$ cat src/rtl/arm_pkg.sv
// rtl/arm_pkg.sv - shared ARM32 controller types, encodings and helpers
package arm_pkg;

  typedef enum logic [2:0] {
    S_FETCH,
    S_FETCH_WAIT,
    S_DECODE,
    S_EXECUTE,
    S_MEMORY,
    S_MEMORY_WAIT,
    S_WRITE_BACK
  } state_t;

  typedef enum logic [2:0] {
    ALU_ADD = 3'b000,
    ALU_SUB = 3'b001,
    ALU_AND = 3'b010,
    ALU_ORR = 3'b011,
    ALU_EOR = 3'b100,
    ALU_MOV = 3'b101
  } alu_op_t;

  typedef enum logic [1:0] {
    SH_LSL = 2'b00,
    SH_LSR = 2'b01,
    SH_ASR = 2'b10,
    SH_ROR = 2'b11
  } shift_op_t;

  typedef enum logic [3:0] {
    C_EQ, C_NE, C_CS, C_CC, C_MI, C_PL, C_VS, C_VC,
    C_HI, C_LS, C_GE, C_LT, C_GT, C_LE, C_AL, C_NV
  } cond_t;

  localparam logic [3:0] OPC_AND = 4'b0000;
  localparam logic [3:0] OPC_EOR = 4'b0001;
  localparam logic [3:0] OPC_SUB = 4'b0010;
  localparam logic [3:0] OPC_ADD = 4'b0100;
  localparam logic [3:0] OPC_TST = 4'b1000;
  localparam logic [3:0] OPC_CMP = 4'b1010;
  localparam logic [3:0] OPC_ORR = 4'b1100;
  localparam logic [3:0] OPC_MOV = 4'b1101;

  function automatic logic [31:0] ror32(input logic [31:0] v, input logic [4:0] n);
    return (v >> n) | (v << (6'd32 - {1'b0, n}));
  endfunction

  function automatic logic [31:0] alu_eval(input alu_op_t op, input logic [31:0] a,
                                           input logic [31:0] b);
    logic [31:0] r;
    case (op)
      ALU_ADD: r = a + b;
      ALU_SUB: r = a - b;
      ALU_AND: r = a & b;
      ALU_ORR: r = a | b;
      ALU_EOR: r = a ^ b;
      default: r = b;
    endcase
    return r;
  endfunction

endpackage

$ cat src/rtl/cond_check.sv
// rtl/cond_check.sv - ARM condition-field evaluation against NZCV
module cond_check
  import arm_pkg::*;
(
  input  logic [3:0] cond,
  input  logic [3:0] nzcv,
  output logic       pass
);

  logic w_n, w_z, w_c, w_v;
  assign {w_n, w_z, w_c, w_v} = nzcv;

  always_comb begin
    pass = 1'b0;
    case (cond)
      C_EQ:    pass = w_z;
      C_NE:    pass = !w_z;
      C_CS:    pass = w_c;
      C_CC:    pass = !w_c;
      C_MI:    pass = w_n;
      C_PL:    pass = !w_n;
      C_VS:    pass = w_v;
      C_VC:    pass = !w_v;
      C_HI:    pass = w_c && !w_z;
      C_LS:    pass = !w_c || w_z;
      C_GE:    pass = (w_n == w_v);
      C_LT:    pass = (w_n != w_v);
      C_GT:    pass = !w_z && (w_n == w_v);
      C_LE:    pass = w_z || (w_n != w_v);
      C_AL:    pass = 1'b1;
      default: pass = 1'b0;
    endcase
  end

endmodule

$ cat src/rtl/datapath_controller.sv
// rtl/datapath_controller.sv - multi-cycle ARM32 datapath sequencer and decoder
module datapath_controller
  import arm_pkg::*;
#(
  parameter int PC_W = 32
)
(
  input  logic            clk,
  input  logic            rst,
  input  logic [31:0]     instr,
  input  logic [31:0]     status,
  output logic [PC_W-1:0] pc,
  output logic            ram_w_en,
  output logic [3:0]      A_addr,
  output logic [3:0]      B_addr,
  output logic [3:0]      shift_addr,
  output logic            en_A,
  output logic            en_B,
  output logic            en_S,
  output logic            en_out1,
  output logic            en_out2,
  output logic            en_status1,
  output logic            en_status2,
  output logic [1:0]      shift_op,
  output logic            sel_shift,
  output logic [31:0]     shift_imme,
  output logic            sel_A,
  output logic            sel_B,
  output logic            sel_post_shift,
  output logic [31:0]     imme_data,
  output logic [2:0]      ALU_op,
  output logic [3:0]      w_addr1,
  output logic [3:0]      w_addr2,
  output logic            w_en1,
  output logic            w_en2,
  output logic            sel_w_data,
  output logic [1:0]      sel_A_in,
  output logic [1:0]      sel_B_in,
  output logic [1:0]      sel_shift_in,
  output logic            illegal
);

  state_t            r_state, w_next;
  logic [PC_W-1:0]   r_pc, r_target, w_pc_next;
  logic [31:0]       r_ir;
  logic              w_pc_load;

  logic [3:0]  w_rn, w_rd, w_rm, w_rs, w_opc;
  logic        w_sbit, w_ibit, w_load, w_pass;
  logic        w_is_dp, w_dp_ok, w_is_mem, w_is_br, w_no_wr, w_rd_pc, w_pc_ok, w_legal;
  logic        w_redirect;
  alu_op_t     w_alu_op;
  logic [31:0] w_op2_imm, w_pc8, w_br_off, w_br_tgt, w_alu_res;
  logic        w_unused;

  assign w_rn   = r_ir[19:16];
  assign w_rd   = r_ir[15:12];
  assign w_rs   = r_ir[11:8];
  assign w_rm   = r_ir[3:0];
  assign w_opc  = r_ir[24:21];
  assign w_sbit = r_ir[20];
  assign w_ibit = r_ir[25];
  assign w_load = r_ir[20];

  assign w_is_dp  = (r_ir[27:26] == 2'b00);
  assign w_no_wr  = (w_opc inside {OPC_CMP, OPC_TST});
  // bit7 & bit4 set in the register-shift form is the multiply/extension space
  assign w_dp_ok  = (w_opc inside {OPC_AND, OPC_EOR, OPC_SUB, OPC_ADD, OPC_TST, OPC_CMP,
                                   OPC_ORR, OPC_MOV})
                 && (!w_no_wr || w_sbit) && (w_ibit || !r_ir[4] || !r_ir[7]);
  assign w_is_mem = (r_ir[27:26] == 2'b01) && !r_ir[25] && r_ir[24] && !r_ir[22]
                 && !r_ir[21] && (w_rd != 4'd15);
  assign w_is_br  = (r_ir[27:24] == 4'b1010);

  // r15 destinations are only resolvable here when the result needs no register operand
  assign w_rd_pc  = w_is_dp && !w_no_wr && (w_rd == 4'd15);
  assign w_pc_ok  = w_ibit && ((w_opc == OPC_MOV) || (w_rn == 4'd15));
  assign w_legal  = (w_is_dp && w_dp_ok && (!w_rd_pc || w_pc_ok)) || w_is_mem || w_is_br;
  assign w_redirect = w_is_br || w_rd_pc;

  assign w_op2_imm = ror32({24'd0, r_ir[7:0]}, {r_ir[11:8], 1'b0});
  assign w_pc8     = 32'(r_pc) + 32'd8;
  assign w_br_off  = {{6{r_ir[23]}}, r_ir[23:0], 2'b00};
  assign w_br_tgt  = w_pc8 + w_br_off;
  assign w_alu_res = alu_eval(w_alu_op, (w_rn == 4'd15) ? w_pc8 : 32'd0, w_op2_imm);

  assign pc           = r_pc;
  assign w_addr2      = 4'd0;
  assign w_en2        = 1'b0;
  assign sel_A_in     = 2'b00;
  assign sel_B_in     = 2'b00;
  assign sel_shift_in = 2'b00;
  assign w_unused     = ^status[27:0];

  cond_check u_cond (
    .cond (r_ir[31:28]),
    .nzcv (status[31:28]),
    .pass (w_pass)
  );

  always_comb begin
    w_alu_op = ALU_ADD;
    case (w_opc)
      OPC_AND, OPC_TST: w_alu_op = ALU_AND;
      OPC_EOR:          w_alu_op = ALU_EOR;
      OPC_SUB, OPC_CMP: w_alu_op = ALU_SUB;
      OPC_ORR:          w_alu_op = ALU_ORR;
      OPC_MOV:          w_alu_op = ALU_MOV;
      default:          w_alu_op = ALU_ADD;
    endcase
  end

  always_ff @(posedge clk or posedge rst) begin
    if (rst) begin
      r_state  <= S_FETCH;
      r_pc     <= '0;
      r_ir     <= '0;
      r_target <= '0;
    end else begin
      r_state <= w_next;
      if (r_state == S_FETCH_WAIT) r_ir <= instr;
      if (r_state == S_EXECUTE)
        r_target <= w_is_br ? PC_W'(w_br_tgt) : PC_W'(w_alu_res);
      if (w_pc_load) r_pc <= w_pc_next;
    end
  end

  always_comb begin
    w_next         = r_state;
    w_pc_load      = 1'b0;
    w_pc_next      = r_pc + PC_W'(4);
    ram_w_en       = 1'b0;
    A_addr         = 4'd0;
    B_addr         = 4'd0;
    shift_addr     = 4'd0;
    en_A           = 1'b0;
    en_B           = 1'b0;
    en_S           = 1'b0;
    en_out1        = 1'b0;
    en_out2        = 1'b0;
    en_status1     = 1'b0;
    en_status2     = 1'b0;
    shift_op       = SH_LSL;
    sel_shift      = 1'b0;
    shift_imme     = 32'd0;
    sel_A          = 1'b0;
    sel_B          = 1'b0;
    sel_post_shift = 1'b0;
    imme_data      = 32'd0;
    ALU_op         = ALU_ADD;
    w_addr1        = 4'd0;
    w_en1          = 1'b0;
    sel_w_data     = 1'b0;
    illegal        = 1'b0;
    case (r_state)
      S_FETCH:      w_next = S_FETCH_WAIT;
      S_FETCH_WAIT: w_next = S_DECODE;
      S_DECODE: begin
        en_A       = 1'b1;
        en_B       = 1'b1;
        en_S       = 1'b1;
        A_addr     = w_rn;
        // stores need Rd on the B port as write data; the Rm field is part of imm12
        B_addr     = w_is_mem ? w_rd : w_rm;
        shift_addr = w_rs;
        if (!w_pass || !w_legal) begin
          illegal   = w_pass;
          w_pc_load = 1'b1;
          w_next    = S_FETCH;
        end else begin
          w_next = S_EXECUTE;
        end
      end
      S_EXECUTE, S_MEMORY: begin
        if (w_is_mem) begin
          ALU_op    = r_ir[23] ? ALU_ADD : ALU_SUB;
          sel_B     = 1'b1;
          imme_data = {20'd0, r_ir[11:0]};
        end else if (w_is_br) begin
          ALU_op    = ALU_MOV;
          sel_A     = 1'b1;
          sel_B     = 1'b1;
          imme_data = w_br_tgt;
        end else begin
          ALU_op         = w_alu_op;
          sel_A          = (w_opc == OPC_MOV);
          sel_B          = w_ibit;
          sel_post_shift = !w_ibit;
          imme_data      = w_ibit ? w_op2_imm : 32'd0;
          shift_op       = w_ibit ? SH_LSL : r_ir[6:5];
          sel_shift      = !w_ibit && r_ir[4];
          shift_imme     = (!w_ibit && !r_ir[4]) ? {27'd0, r_ir[11:7]} : 32'd0;
          en_status1     = w_sbit && (r_state == S_EXECUTE);
        end
        if (r_state == S_EXECUTE) begin
          en_out1 = 1'b1;
          w_next  = w_is_mem ? S_MEMORY : S_WRITE_BACK;
        end else begin
          en_out2  = 1'b1;
          ram_w_en = !w_load;
          w_next   = S_MEMORY_WAIT;
        end
      end
      S_MEMORY_WAIT: begin
        if (w_load) begin
          w_next = S_WRITE_BACK;
        end else begin
          w_pc_load = 1'b1;
          w_next    = S_FETCH;
        end
      end
      S_WRITE_BACK: begin
        en_out2    = 1'b1;
        en_status2 = 1'b1;
        if (!w_is_br) begin
          w_en1      = w_is_mem || !w_no_wr;
          w_addr1    = w_rd;
          sel_w_data = w_is_mem;
        end
        w_pc_load = 1'b1;
        if (w_redirect) w_pc_next = r_target;
        w_next = S_FETCH;
      end
      default: w_next = S_FETCH;
    endcase
  end

endmodule
$ cat config.mk
export PLATFORM = sky130hd
export DESIGN_NAME = datapath_controller
export DESIGN_NICKNAME = d
export VERILOG_FILES = /design/src/rtl/arm_pkg.sv /design/src/rtl/cond_check.sv /design/src/rtl/datapath_controller.sv
export SDC_FILE = /design/constraint.sdc
export NUM_CORES = 1
export LEC_CHECK = 0
export BUFFER_PORTS_ARGS = -buffer_cell sky130_fd_sc_hd__buf_4
export CORE_MARGIN = 2
export CORE_UTILIZATION = 45
export DETAILED_ROUTE_END_ITERATION = 10
export PLACE_DENSITY_LB_ADDON = 0.3
export SLEW_MARGIN = 40
export SYNTH_ARGS = -nofsm -noshare
export SYNTH_HDL_FRONTEND = slang
export SYNTH_SLANG_ARGS = --single-unit
$ cat constraint.sdc
create_clock -name clk -period 5.7 [get_ports clk]
set_input_delay 1.14 -clock clk [delete_from_list [all_inputs] [get_ports clk]]
set_output_delay 1.14 -clock clk [all_outputs]
set_load 0.05 [all_outputs]
* After elaboration in Yosys (flattened, before gate mapping)
Cells that the tools add are included.
** Storage, ports and cells
- Bits in latches :: 0
- Word-level logic and storage cells :: 173
- Output and inout port bits :: 143
- Memory bits (read-only) :: 0
- Memory bits (writable) :: 0
- Memories kept :: 0
- Input bits :: 66
- Bits in registers :: 99
** Cells by class
- Bitwise operators :: 4
- Muxes and demuxes :: 66
- $mul :: 0
- Shift operators :: 2
- Equal/unequal tests :: 38
- Add/subtract/negate cells :: 6
- Reduce and logical (&&, ||, !) cells :: 53
- Div/mod/pow operators :: 0
- Order comparisons :: 0
** Operator list (number)
- $mux 32 :: 8
- $pmux 32 s5 :: 1
- $add 32x32->32 :: 2
- $or 32x32->32 :: 2
- $eq 4x4->1 const B :: 14
- $add 32x3->32 const B :: 1
- $add 32x4->32 const B :: 1
- $and 32x32->32 :: 1
- $shl 8x6->32 :: 1
- $shr 8x5->32 :: 1
- $sub 32x32->32 :: 1
- $xor 32x32->32 :: 1
- $mux 1 :: 31
- $pmux 3 s5 :: 2
- $mux 4 :: 6
- $eq 4x3->1 const B :: 5
- $mux 5 :: 4
- $logic_and 1x1->1 :: 17
- $pmux 1 s15 :: 1
- $logic_not 1->1 :: 14
- $mux 2 :: 7
- $eq 3x2->1 const B :: 4
- $eq 3x3->1 const B :: 4
- $eq 4x2->1 const B :: 3
- other kinds (17) :: 37

* Longest topological paths before layout
- Depth after elaboration :: 14
- Mapped depth :: 28
- Gate-level depth less buffers :: 24

* Cells and area by module
A second synthesis with hierarchy kept.
** Second synthesis, totals
- Cell total of the unflattened synthesis :: 1788
- Area total of the unflattened synthesis :: 13366.6 sq um
** Modules (own cells, without submodules)
- datapath_controller :: instances 1, cells each 1760, seq. area each 2477.4 sq um, area an instance 13172.6 sq um
- cond_check :: instances 1, cells each 28, seq. area each 0.0 sq um, area an instance 193.9 sq um

* Worst setup path before layout
No wires, ideal clock.
- Kind :: flip-flop to output port
- From :: reg r_pc[3], in the netlist pc[3]
- To :: out imme_data[28]
- Arrival time :: 4.877 ns
- Buffers on the path :: 0
- Data required time :: 4.560 ns
- Cell stages (with the launch flop) :: 17
- Path slack :: -0.317 ns
- Path through :: dfrtp_1 ha_1 nand2_1 nor2_1 nand3_1 nor2_1 nand3_1 or3_1 xnor2_1 ha_1 a211oi_1 and4b_1 o31ai_1 a31oi_1 xnor2_1 nor2_1 nor3_1
** On the way
- Cells in the longest elaborated chain, start to end :: 5
** Ends and longest elaborated chain
- start: declaration :: RTL line datapath_controller.sv:44 : logic [PC_W-1:0] r_pc, r_target, w_pc_next;
- start signal: assignment :: RTL line datapath_controller.sv:124 : if (w_pc_load) r_pc <= w_pc_next;
- $add 32x4->32 :: RTL line datapath_controller.sv:82 : assign w_pc8 = 32'(r_pc) + 32'd8;
- $add 32x32->32 :: RTL line datapath_controller.sv:84 : assign w_br_tgt = w_pc8 + w_br_off;
- $mux 32 :: RTL line datapath_controller.sv:179 : end else if (w_is_br) begin
- $mux 32 :: RTL line datapath_controller.sv:175 : if (w_is_mem) begin
- $mux 32 :: RTL line datapath_controller.sv:155 : case (r_state)
- end: declaration :: RTL line datapath_controller.sv:30 : output logic [31:0] imme_data,
No other way between the ends.

* Final worst setup path
- From :: reg r_pc[4], in the netlist pc[4]
- To :: out imme_data[29]
The elaborated chain is that of the path after synthesis.

==> reports/results.txt <==
Layout Cells excl Fill: 2291
Slowest CP cell: dfrtp_2
Fin crit period: 5.671 ns
Synth cell count leaders: nand2_1, a21oi_1, nor2_1, ha_1, o21ai_0
Detailed-route via count: 14341
Drt initial violations: 1547
Clock Sinks: 99
Status: complete, no violations
DRT Pass-1 Iters: 5
Initial core utilization: 45.37%
Worst path arrival time: 4.53 ns
Post-synth top flop: dfrtp_1
Cells after synthesis: 1754
Nets: 2092
Finish-stage setup viols: 0
Crit path launch type: flip-flop
Vias in the first global route: 13452
Yosys reg bits: 99
Crit end category: output pin
Chip Width: 176.2 um
Avg Cell Area, Syn: 7.605 um2
Cts bufs inserted: 9
Antenna diodes: 0
Mux share of post-synthesis cell area: 4.531%
Slew headroom: 39.45%
Largest fanout on the critical path: 6
CP max stage delay: 0.42 ns
Post-DRT Antenna Nets: 0
Number of top-level pins: 209
Root Buffer: clkbuf_16
Later-pin clock latency in the skew report: 0.36 ns
Number of remaining DRC errors: 0
Post-route clock period utilization: 99.50%
Area growth, synth to finish: 16.92%
Vias/cell: 6.260
Post-synthesis async set-or-reset flop share: 100.0%
Top-count cell post-synth: nand2_1
Post-Place Cells: 2267
Ranking of synthesized cells by area: dfrtp_1, ha_1, a21oi_1
Ratio of cells with drive above 1 in the final layout: 20.94%
Setup CP Type: flip-flop to output pin
Post-Synth Adder-Cell Area: 12.31%
CP cell instances: ha_2 > nand2_1 > nor2_4 > nand3_2 > nor2_4 > xor2_1 > ha_1 > o21a_1 > o2111ai_2 > a211oi_1 > a211oi_1 > nand3_1 > a221oi_2 > o21ai_0 > xor2_1 > a22oi_2 > nor2_2 > buf_6
H-tree levels: 3
Core Area: 29400 um2
Row cnt: 63
XOR/XNOR Fraction of Synth Area: 7.157%
Hold Buf Count CTS: 0
GP Congestion: 0.9841
WP data required: 4.56 ns
CTS clk-pin slew, worst paths: 0.07 ns
DP Wirelength: 38.71 mm
Die ar.: 31040 um2
RSZ-0062 raised after global routing: true
Max-cap violations: 0
Mapped cell area: 13340 um2
Number of library cell types mapped by synthesis: 108
Post-Synth Simple-Gate Area: 20.71%
Compound-Gate Fraction of Synth Area: 28.19%
Clock buffer depth: 2
Worst-margin pin slew: 0.9049 ns
Final hold vios: 0
Max frequency: 176.3 MHz
Grt total ovfl: 0
Global-route wire length before repair: 75.98 mm
Post-synth EDFFs: 0
Share of the yosys chip area belonging to registers: 18.57%
Wire per inst: 21.80 um
Largest family of logic cells by synthesized area: compound AO/OA/AOI/OAI gates
Antenna violations before repair: 0
Total wire length: 49.94 mm
Yosys top cell area share: 18.57%
Die Y: 176.2 um
CTS tree: yes
Slew Viols, Final: 0
Largest net degree at the start of global routing: 69
# port buffers: 142
Global-route usage over all layers: 31.24%
Synth area leader: dfrtp_1
Yosys warns: 0
Worst hold path class: flip-flop to flip-flop
Setup Skew: 0.008893 ns
[flip-flops by register name (all words and copies together), names as in the netlist]
signal	count
pc	32
r_ir	32
r_target	32
r_state	3
[critical path: cells and delay by family, from the launching register on]
family | cells | cell delay, ns
adders and majority gates | 2 | 0.56
DFF | 1 | 0.42
and+or+nand+nor | 6 | 0.90
AOI/OAI and AO/OA | 7 | 1.53
buffers and inverters | 1 | 0.18
xor gates and xnor gates | 2 | 0.58
[path summary, 6_finish.rpt]
check	from	to	slack, ns	depth (start not counted)
setup / recovery	pc[4]	imme_data[29]	0.03	18
hold / removal	r_target[3]	r_target[3]	0.48	2
setup reg to reg	r_ir[8]	r_target[30]	0.25	20
hold reg to reg	r_target[3]	r_target[3]	0.48	2
max in group asynchronous	rst	pc[4]	3.87	3
min in group asynchronous	rst	r_ir[17]	0.86	2
[logic make-up (layout without fill, tap and decap cells)]
logic type,Yosys count,count (layout)
simple gates,567,567
xor+xnor,109,109
buf+inv,241,351
flops,99,99
mux,52,52
fa+ha+maj,130,130
compound gates,555,555
other cells,1,38
[through the flow]
stage | setup WS [ns] | instance area, um2 | hold WS, ns | util [%] | TNS [ns]
after global placement | 0.1292 | 15010 | 0.4609 | 51.04 | 0
after CTS | 0.01819 | 15350 | 0.4838 | 52.22 | 0
after global routing | -0.2059 | 15600 | 0.5076 | 53.04 | -0.4885
final | 0.02862 | 15600 | 0.4814 | 53.04 | 0
after detailed placement | 0.03987 | 15010 | 0.4676 | 51.07 | 0
after floorplan | 0.005092 | 13500 | 0.4334 | - | 0
[metal layers]
metal / up-vias / routed length [um] / global-route usage (%) / part of all wire (%)
met5: - / 0 / 0 / 0
met2: 730 / 22590 / 50.02 / 45
li1: 6608 / - / - / -
met1: 6856 / 20750 / 41.58 / 42
met4: 0 / 2712 / 15.19 / 5.4
met3: 147 / 3887 / 4.091 / 7.8
[area by class of cell]
type,count,area [um2]
clock inverter,5,61.31
tap,390,488.0
sequential,99,2482
inverter,92,350.3
fill,2887,13810
multi-input combinational,1451,10150
clock buffer,11,232.7
timing repair buffer,243,1836
[placed cells by master, fill, tap and decap left out, types with 27 or more instances in the layout]
cell      count
nand2_1     171
a221oi_1     34
inv_1        85
ha_1        123
o21ai_0     105
nand3_1      47
nor3_1       35
buf_4       240
a21oi_1     154
o22ai_1      27
dfrtp_1      95
conb_1       38
nor2_1      140
xor2_1       29
mux2_2       33
xnor2_1      76
[what timing repair did]
action	4_1_cts	5_1_grt
setup buffers	0	8
resized for setup	11	36
pin swaps	4	15
hold endpoints to repair	0	0
endpoints found under the setup margin	5	13
Power is left out: the tool's default activity adds up to more than one toggle a clock period on the data nets, which glitch-free logic cannot reach.
